--- src/rtl/mult_div_unit_if.sv ---
// Bundles the operand, control and result signals of mult_div_unit.
// master: the issuing side (operands, op, start, mthi/mtlo); slave: the unit itself.
// Ports: data1/data2/op/start/mthi/mtlo toward the unit; hi/lo/busy/done back from it.
interface mult_div_unit_if #(
    parameter int WIDTH = 32
);
    logic [WIDTH-1:0] data1;
    logic [WIDTH-1:0] data2;
    logic [1:0]       op;
    logic             start;
    logic             mthi;
    logic             mtlo;
    logic [WIDTH-1:0] hi;
    logic [WIDTH-1:0] lo;
    logic             busy;
    logic             done;

    modport master (
        output data1, data2, op, start, mthi, mtlo,
        input  hi, lo, busy, done
    );

    modport slave (
        input  data1, data2, op, start, mthi, mtlo,
        output hi, lo, busy, done
    );
endinterface

--- src/rtl/mult_div_unit.sv ---
// Iterative MIPS-style HI/LO multiply/divide unit (MULT, MULTU, DIV, DIVU, MTHI, MTLO).
// Latency: WIDTH+1 cycles from the accepted start edge to HI/LO update; done pulses one cycle.
// Backpressure: none queued; start/mthi/mtlo are dropped while busy is high.
// Ports: clk, rst (sync, active-low), bus (slave modport: data1, data2, op, start, mthi, mtlo,
//        hi, lo, busy, done).
module mult_div_unit #(
    parameter int WIDTH = 32
) (
    input  logic           clk,
    input  logic           rst,
    mult_div_unit_if.slave bus
);
    localparam int CNT_W = $clog2(WIDTH);

    typedef enum logic [1:0] {
        IDLE = 2'd0,
        CALC = 2'd1,
        FIX  = 2'd2
    } state_t;

    state_t state;
    state_t state_nxt;

    logic [CNT_W-1:0] cnt;
    logic             is_div;
    logic             neg_lo;   // multiply: negate full product; divide: negate quotient
    logic             neg_hi;   // divide: negate remainder
    logic [WIDTH-1:0] opa;      // multiplicand magnitude
    logic [WIDTH-1:0] opb;      // divisor magnitude
    logic [WIDTH-1:0] acc_hi;   // product upper half / partial remainder
    logic [WIDTH-1:0] acc_lo;   // multiplier then product lower half / dividend then quotient
    logic [WIDTH-1:0] hi_r;
    logic [WIDTH-1:0] lo_r;
    logic             done_r;

    // Operand conditioning at launch; op[0]=0 selects the signed variants.
    logic             sign_a;
    logic             sign_b;
    logic [WIDTH-1:0] mag_a;
    logic [WIDTH-1:0] mag_b;
    logic             b_zero;

    always_comb begin
        sign_a = bus.data1[WIDTH-1] & ~bus.op[0];
        sign_b = bus.data2[WIDTH-1] & ~bus.op[0];
        mag_a  = sign_a ? (~bus.data1 + 1'b1) : bus.data1;
        mag_b  = sign_b ? (~bus.data2 + 1'b1) : bus.data2;
        b_zero = (bus.data2 == '0);
    end

    // One radix-2 step of each algorithm; only the one matching is_div is used.
    logic [WIDTH:0] mul_sum;
    logic [WIDTH:0] div_shift;
    logic [WIDTH:0] div_diff;
    logic           div_ge;

    always_comb begin
        mul_sum   = {1'b0, acc_hi} + (acc_lo[0] ? {1'b0, opa} : '0);
        div_shift = {acc_hi, acc_lo[WIDTH-1]};
        div_ge    = (div_shift >= {1'b0, opb});
        div_diff  = div_shift - {1'b0, opb};
    end

    // Sign fix-up applied in FIX. Magnitude of 0x80000000 survives negation unchanged,
    // which is exactly what the overflow case 0x80000000 / -1 needs.
    logic [2*WIDTH-1:0] prod;
    logic [2*WIDTH-1:0] prod_fix;
    logic [WIDTH-1:0]   quo_fix;
    logic [WIDTH-1:0]   rem_fix;

    always_comb begin
        prod     = {acc_hi, acc_lo};
        prod_fix = neg_lo ? (~prod + 1'b1) : prod;
        quo_fix  = neg_lo ? (~acc_lo + 1'b1) : acc_lo;
        rem_fix  = neg_hi ? (~acc_hi + 1'b1) : acc_hi;
    end

    always_ff @(posedge clk) begin
        if (!rst) begin
            state <= IDLE;
        end else begin
            state <= state_nxt;
        end
    end

    always_comb begin
        state_nxt = state;
        case (state)
            IDLE:    if (bus.start) state_nxt = CALC;
            CALC:    if (cnt == CNT_W'(WIDTH-1)) state_nxt = FIX;
            FIX:     state_nxt = IDLE;
            default: state_nxt = IDLE;
        endcase
    end

    always_ff @(posedge clk) begin
        if (!rst) begin
            cnt    <= '0;
            is_div <= 1'b0;
            neg_lo <= 1'b0;
            neg_hi <= 1'b0;
            opa    <= '0;
            opb    <= '0;
            acc_hi <= '0;
            acc_lo <= '0;
            hi_r   <= '0;
            lo_r   <= '0;
            done_r <= 1'b0;
        end else begin
            done_r <= 1'b0;
            case (state)
                IDLE: begin
                    if (bus.start) begin
                        cnt    <= '0;
                        is_div <= bus.op[1];
                        opa    <= mag_a;
                        opb    <= mag_b;
                        acc_hi <= '0;
                        acc_lo <= bus.op[1] ? mag_a : mag_b;
                        // Divide by zero keeps the quotient all ones and lets the
                        // remainder sign restore A exactly.
                        neg_lo <= (sign_a ^ sign_b) & ~(bus.op[1] & b_zero);
                        neg_hi <= sign_a;
                    end else begin
                        if (bus.mthi) hi_r <= bus.data1;
                        if (bus.mtlo) lo_r <= bus.data1;
                    end
                end
                CALC: begin
                    cnt <= cnt + 1'b1;
                    if (is_div) begin
                        acc_hi <= div_ge ? div_diff[WIDTH-1:0] : div_shift[WIDTH-1:0];
                        acc_lo <= {acc_lo[WIDTH-2:0], div_ge};
                    end else begin
                        acc_hi <= mul_sum[WIDTH:1];
                        acc_lo <= {mul_sum[0], acc_lo[WIDTH-1:1]};
                    end
                end
                FIX: begin
                    done_r <= 1'b1;
                    if (is_div) begin
                        hi_r <= rem_fix;
                        lo_r <= quo_fix;
                    end else begin
                        hi_r <= prod_fix[2*WIDTH-1:WIDTH];
                        lo_r <= prod_fix[WIDTH-1:0];
                    end
                end
                default: ;
            endcase
        end
    end

    assign bus.hi   = hi_r;
    assign bus.lo   = lo_r;
    assign bus.busy = (state != IDLE);
    assign bus.done = done_r;
endmodule

--- src/flat_wrapper.sv ---
// flat-port wrapper written by rule: the top's interface ports become plain ports
module mult_div_unit_flat 
#(
    parameter int WIDTH = 32
)
  (clk, rst, bus_data1, bus_data2, bus_op, bus_start, bus_mthi, bus_mtlo, bus_hi, bus_lo, bus_busy, bus_done);
  mult_div_unit_if #(.WIDTH(WIDTH)) bus_i ();
  input  logic clk;
  input  logic rst;
  input wire logic [$bits(bus_i.data1)-1:0] bus_data1;
  input wire logic [$bits(bus_i.data2)-1:0] bus_data2;
  input wire logic [$bits(bus_i.op)-1:0] bus_op;
  input wire logic [$bits(bus_i.start)-1:0] bus_start;
  input wire logic [$bits(bus_i.mthi)-1:0] bus_mthi;
  input wire logic [$bits(bus_i.mtlo)-1:0] bus_mtlo;
  output wire logic [$bits(bus_i.hi)-1:0] bus_hi;
  output wire logic [$bits(bus_i.lo)-1:0] bus_lo;
  output wire logic [$bits(bus_i.busy)-1:0] bus_busy;
  output wire logic [$bits(bus_i.done)-1:0] bus_done;
  assign bus_i.data1 = bus_data1;
  assign bus_i.data2 = bus_data2;
  assign bus_i.op = bus_op;
  assign bus_i.start = bus_start;
  assign bus_i.mthi = bus_mthi;
  assign bus_i.mtlo = bus_mtlo;
  assign bus_hi = bus_i.hi;
  assign bus_lo = bus_i.lo;
  assign bus_busy = bus_i.busy;
  assign bus_done = bus_i.done;
  mult_div_unit #(.WIDTH(WIDTH)) u_core (.clk(clk), .rst(rst), .bus(bus_i));
endmodule
--- config.mk ---
export PLATFORM = sky130hd
export DESIGN_NAME = mult_div_unit_flat
export DESIGN_NICKNAME = d
export VERILOG_FILES = /design/src/rtl/mult_div_unit_if.sv /design/src/rtl/mult_div_unit.sv /design/src/flat_wrapper.sv
export SDC_FILE = /design/constraint.sdc
export NUM_CORES = 1
export LEC_CHECK = 0
export CORE_ASPECT_RATIO = 2
export CORE_UTILIZATION = 25
export CTS_CLUSTER_DIAMETER = 120
export DETAILED_ROUTE_END_ITERATION = 7
export GPL_TIMING_DRIVEN = 0
export SYNTH_ARGS = -nofsm -noshare
export SYNTH_HDL_FRONTEND = slang
export SYNTH_SLANG_ARGS = --single-unit
--- constraint.sdc ---
create_clock -name clk -period 3.4 [get_ports clk]
set_clock_uncertainty 0.15 [all_clocks]
set_input_delay 0.85 -clock clk [delete_from_list [all_inputs] [get_ports clk]]
set_output_delay 0.85 -clock clk [all_outputs]
set_load 0.01 [all_outputs]
# Word-level counts from Yosys, hierarchy flattened
# Index checks and enable logic that the tools add are counted.
# word_totals
regBits	203
input_bits	71
out_inout_bits	66
word_cells	79
# op_classes
addsub	8
n_lt_le_gt_ge	1
n_eq_ne	8
n_mux	28
n_bitwise	12
reduce_logical	10
# op_table
cell	n
$mux W32	17
$pmux W32 S2	4
$add A32 B1 Y32 const B	4
$not A32 Y32	4
$add A64 B1 Y64 const B	1
$mux W64	1
$not A64 Y64	1
$add A32 B32 Y33	1
$ge A33 B32 Y1	1
$logic_not A32 Y1	1
$sub A32 B32 Y32	1
$pmux W5 S2	1
$ne A2 B2 Y1 const B	4
$reduce_and A2 Y1	3
$reduce_and A3 Y1	2
$reduce_bool A2 Y1	3
$add A5 B1 Y5 const B	1
$eq A5 B5 Y1 const B	1
$mux W5	1
$and A1 B1 Y1	4
$mux W2	2
$pmux W2 S2	1
$eq A2 B1 Y1 const B	1
$eq A2 B2 Y1 const B	1
5 further kinds	6

# Depth between registers and ports, before layout
# depth
depth_word	6
mapped_depth	15

# Least setup slack after synthesis
# OpenSTA, ideal clock, no wires.
# synth_timing
path_kind	reg-to-reg
from	reg u_core.acc_lo[0]
to	reg u_core.acc_hi[29]
arrival_ns	3.144
t_required_ns	3.128
path_slack_ns	-0.016
path_stages_with_launch	16
cell_sequence	dfxtp_1 clkbuf_1 clkbuf_1 and2_1 ha_1 inv_1 fa_1 nor2b_1 o31ai_1 a21oi_1 o31ai_1 o31ai_1 a31oi_1 o21ai_0 xnor2_1 o311a_1
# synth_via
elab_chain_len	4
# synth_rtl
item	line_no	text
from (decl)	mult_div_unit.sv:31	logic [WIDTH-1:0] acc_lo;
from (signal assigned)	mult_div_unit.sv:119	acc_lo <= bus.op[1] ? mag_a : mag_b;
from (signal assigned)	mult_div_unit.sv:133	acc_lo <= {acc_lo[WIDTH-2:0], div_ge};
from (signal assigned)	mult_div_unit.sv:136	acc_lo <= {mul_sum[0], acc_lo[WIDTH-1:1]};
$mux W32	mult_div_unit.sv:58	mul_sum = {1'b0, acc_hi} + (acc_lo[0] ? {1'b0, opa} : '0);
$add A32 B32 Y33	mult_div_unit.sv:58	
$mux W32	mult_div_unit.sv:131	if (is_div) begin
$pmux W32 S2	mult_div_unit.sv:111	case (state)
to (signal assigned)	mult_div_unit.sv:132	acc_hi <= div_ge ? div_diff[WIDTH-1:0] : div_shift[WIDTH-1:0];
to (signal assigned)	mult_div_unit.sv:135	acc_hi <= mul_sum[WIDTH:1];
to (decl)	mult_div_unit.sv:30	logic [WIDTH-1:0] acc_hi;
# No other way between the ends.
# A chain may end at the register's enable or synchronous reset.

# Final worst setup path
# layout_timing
from	reg u_core.acc_lo[11]
to	reg u_core.hi_r[20], in the netlist u_core.bus.hi[20]
# layout_via
elab_chain_len	5
# layout_rtl
item	line_no	text
$not A64 Y64	mult_div_unit.sv:73	prod_fix = neg_lo ? (~prod + 1'b1) : prod;
$add A64 B1 Y64	mult_div_unit.sv:73	
$mux W64	mult_div_unit.sv:73	
$mux W32	mult_div_unit.sv:141	if (is_div) begin
$pmux W32 S2	mult_div_unit.sv:111	
to (signal assigned)	mult_div_unit.sv:125	if (bus.mthi) hi_r <= bus.data1;
to (signal assigned)	mult_div_unit.sv:142	hi_r <= rem_fix;
to (signal assigned)	mult_div_unit.sv:145	hi_r <= prod_fix[2*WIDTH-1:WIDTH];
to (decl)	mult_div_unit.sv:32	logic [WIDTH-1:0] hi_r;
# No other way between the ends.

==> metrics.txt <==
count of antenna-violating nets left after detailed routing=0; switching part of the total power=38.1%; period utilization=99.2%; number of clock sinks seen by CTS=203; drt first pass iters=6; via count of the routed design=17100; H-Tree Depth=1; Post-DP Area=17800 sq um; cell row count=128; sequence of cells on the critical path=buf_6 > or4_4 > or3_4 > or4_4 > buf_6 > o21ai_4 > a31oi_1 > xnor2_1 > nor2_1 > a21oi_1 > o21ai_1; Synth area leaders=sky130_fd_sc_hd__dfxtp_1 (26%), sky130_fd_sc_hd__a211oi_1 (6.7%), sky130_fd_sc_hd__xnor2_1 (6.2%); power density over the cells=395 nW/um^2; starting density of the core=25.3%; routed wire length on met3=4720 microns; Total Neg Setup Slack=0 ps; Core Region=61000 sq um; CTS Hold Bufs=0; mean area per synthesized cell=7.65 sq um; Mapped Cells=2020; portion of total power attributed to sequential cells=35.5%; Layout Cell Area excl Fill=19800 sq um; via count of the first global-routing pass=17100; antenna violations before repair=1; number of pins with negative max-slew slack in the final report=0; relative slew slack=16.2%; start point of the critical path=u_core.acc_lo[11]; Synth warnings=0; Leak Pwr=7.44 nW; layout overhead on the synthesized area=28.1%; wire length reported by the detailed router=83600 microns; hold slack=304 ps; Clock Power Share=31.7%; total congestion overflow after global routing=0; stage delay of the slowest cell on the critical path=560 ps; number of setup violations in the final report=0; Die Y=354 microns; launch instance of the worst min-delay path=u_core.cnt[3]; global-route usage over all layers=26.4%; EDFF count, synth=0; number of primary I/O pins=137; internal power=0.00485 W; share of layout cells above drive strength 1=13.7%; clock slew at the register clock pins of the worst setup and hold paths=70 ps; Critical Path Start Type=register; fraction of synthesized cell area taken by the top area cell type=26.3%; number of port buffers=134; Logic pwr share=32.8%; maximum fanout along the worst path=7; maximum VDD drop=0.344 mV; flop-to-flop setup slack=30 ps; number of hold-slack violations in the final timing report=0; Post-Synthesis Net Count=2163; most frequent cells after synthesis=sky130_fd_sc_hd__dfxtp_1 (203), sky130_fd_sc_hd__nor2_1 (199), sky130_fd_sc_hd__a21oi_1 (168), sky130_fd_sc_hd__nand2_1 (144), sky130_fd_sc_hd__a211oi_1 (138); number of clock buffers inserted by TritonCTS=20; actual transition at the worst max-transition pin=1260 ps; DIE AREA=62900 sq um; cell taking the most area after synthesis=sky130_fd_sc_hd__dfxtp_1; beginning of the worst register-to-register path=u_core.acc_lo[11]; maxcap violations=0; Max Used Layer=met4; Worst Hold Class=reg -> reg; FF+latch count, synth=203; number of buffers between clock root and the deepest sink=3; data arrival time of the critical path=3630 ps; routed wirelength normalized by instance count=27.9 microns; cell with the most instances after synthesis=sky130_fd_sc_hd__dfxtp_1; maximum number of pins on one net before global-route repair=16; global-route wire length before repair=118000 microns; unrepaired setup endpoints after global routing=true; DR iter-0 viols=1338; Final #Nets=2343; commonest register cell after synthesis=sky130_fd_sc_hd__dfxtp_1; endpoint class of the critical path=register; Met1 Routed Length=25400 microns; Req. time, crit path=3660 ps; number of different library cells in the post-synthesis netlist=73; final core utilization=32.5%; run status=completed; Fmax achieved=296 MHz; die width=178 microns; sequential fraction of the synthesis area=26.3%; Post-DP HPWL=65600 microns; CP top delay family=simple AND/OR/NAND/NOR gates; Critical-path top delay cell=sky130_fd_sc_hd__or4_4; drt via density=5.71; clock latency on the worst-skew pair=570 ps; met2 WL post-DR=41500 microns; Buf/Inv on CP=2; post-detailed-route DRC marker count=0; time the final worst path needs with I/O delays and setup=3370 ps; CTS root buffer=sky130_fd_sc_hd__clkbuf_16; mapped cell area=15500 sq um; TritonCTS clock tree=built; Switching Power=0.00298 W; worst setup path category=reg -> reg; share of flip-flops with an asynchronous set or reset=0%; Final GP Congestion=1.05
==> timing repair <==
item,in CTS,in global routing
resized for setup,129,186
gates cloned,0,1
endpoints found under the setup margin,103,102
buffers inserted,23,13
pin swaps,16,43
==> layout make-up <==
type / instances / area [sq um]
fill: 6441 / 41200
clock buffer: 28 / 581
sequential: 203 / 4120
multi-input combinational: 1599 / 11600
antenna: 2 / 5.00
timing repair buffer: 171 / 1590
tap: 780 / 976
clock inverter: 7 / 104
buffer: 133 / 594
inverter: 72 / 274
==> logic make-up after synthesis <==
logic type	count (synthesis)	share of synthesized area [%]
DFF	203	26.3
adders and majority gates	72	5.92
and+or+nand+nor	613	19.3
xor gates and xnor gates	171	9.69
muxes	81	5.28
buffers and inverters	218	5.43
AOI/OAI and AO/OA	662	28.1
==> flip-flops by register name (all words and copies together) (netlist names) <==
signal	count
u_core.opb	32
u_core.bus.hi	32
u_core.is_div	1
u_core.opa	32
u_core.cnt	5
u_core.state	2
u_core.neg_hi	1
u_core.bus.lo	32
u_core.bus.done	1
u_core.acc_hi	32
u_core.acc_lo	32
u_core.neg_lo	1
==> stage by stage <==
step | cells | setup slack [ps] | total power, W
after floorplan | 2020 | 74.4 | 0.00410
after global placement | 2934 | -1260 | 0.00508
after detailed placement | 2934 | -1220 | 0.00508
after CTS | 2986 | -0.676 | 0.00761
after global routing | 2993 | -62.5 | 0.00804
final | 2995 | 26.9 | 0.00783
==> routing by layer <==
metal	vias up	track usage [%]
met3	438	3.78
li1	7703	-
met2	889	47.0
met4	0	28.9
met1	8064	24.0
met5	-	0
==> power groups by stage <==
stage / clock (W) / combinational, W / sequential, W
2_1_floorplan: 0 / 0.00139 / 0.00270
6_report: 0.00248 / 0.00257 / 0.00278
4_1_cts: 0.00248 / 0.00240 / 0.00274
3_5_place_dp: 0 / 0.00230 / 0.00279
5_1_grt: 0.00255 / 0.00270 / 0.00278
3_3_place_gp: 0 / 0.00230 / 0.00279
==> worst paths after layout <==
path / to / cells after the start
min: u_core.cnt[3] / 1
min reg2reg: u_core.cnt[3] / 1
max reg2reg: u_core.bus.hi[20] / 11
max: u_core.bus.hi[20] / 11
==> placed cells by master, fill, tap and decap left out, drive strengths merged, types with 13 or more instances in the layout <==
| master | instances |
|---|---|
| o21ai | 118 |
| nand4 | 14 |
| nor2 | 199 |
| nor4 | 19 |
| nor3 | 36 |
| nand3 | 32 |
| clkdlybuf4s50 | 116 |
| inv | 73 |
| mux2i | 77 |
| ha | 70 |
| xnor2 | 110 |
| o211ai | 23 |
| and3 | 13 |
| and2 | 39 |
| o31ai | 25 |
| or3 | 17 |
| o41ai | 15 |
| a31oi | 26 |
| buf | 57 |
| a21o | 36 |
| clkbuf | 148 |
| or4 | 20 |
| a211oi | 138 |
| xor2 | 61 |
| nand2 | 144 |
| dfxtp | 203 |
| a21oi | 169 |
| nor2b | 32 |
| o221ai | 18 |
==> worst register-to-register path: stages, from the launching register on <==
cell and delay [ps]:
sky130_fd_sc_hd__dfxtp_1 310, sky130_fd_sc_hd__buf_6 140, sky130_fd_sc_hd__or4_4 570, sky130_fd_sc_hd__or3_4 360, sky130_fd_sc_hd__or4_4 540, sky130_fd_sc_hd__buf_6 150
sky130_fd_sc_hd__o21ai_4 260, sky130_fd_sc_hd__a31oi_1 140, sky130_fd_sc_hd__xnor2_1 260, sky130_fd_sc_hd__nor2_1 90, sky130_fd_sc_hd__a21oi_1 180, sky130_fd_sc_hd__o21ai_1 80
(Power assumes the default switching activity.)
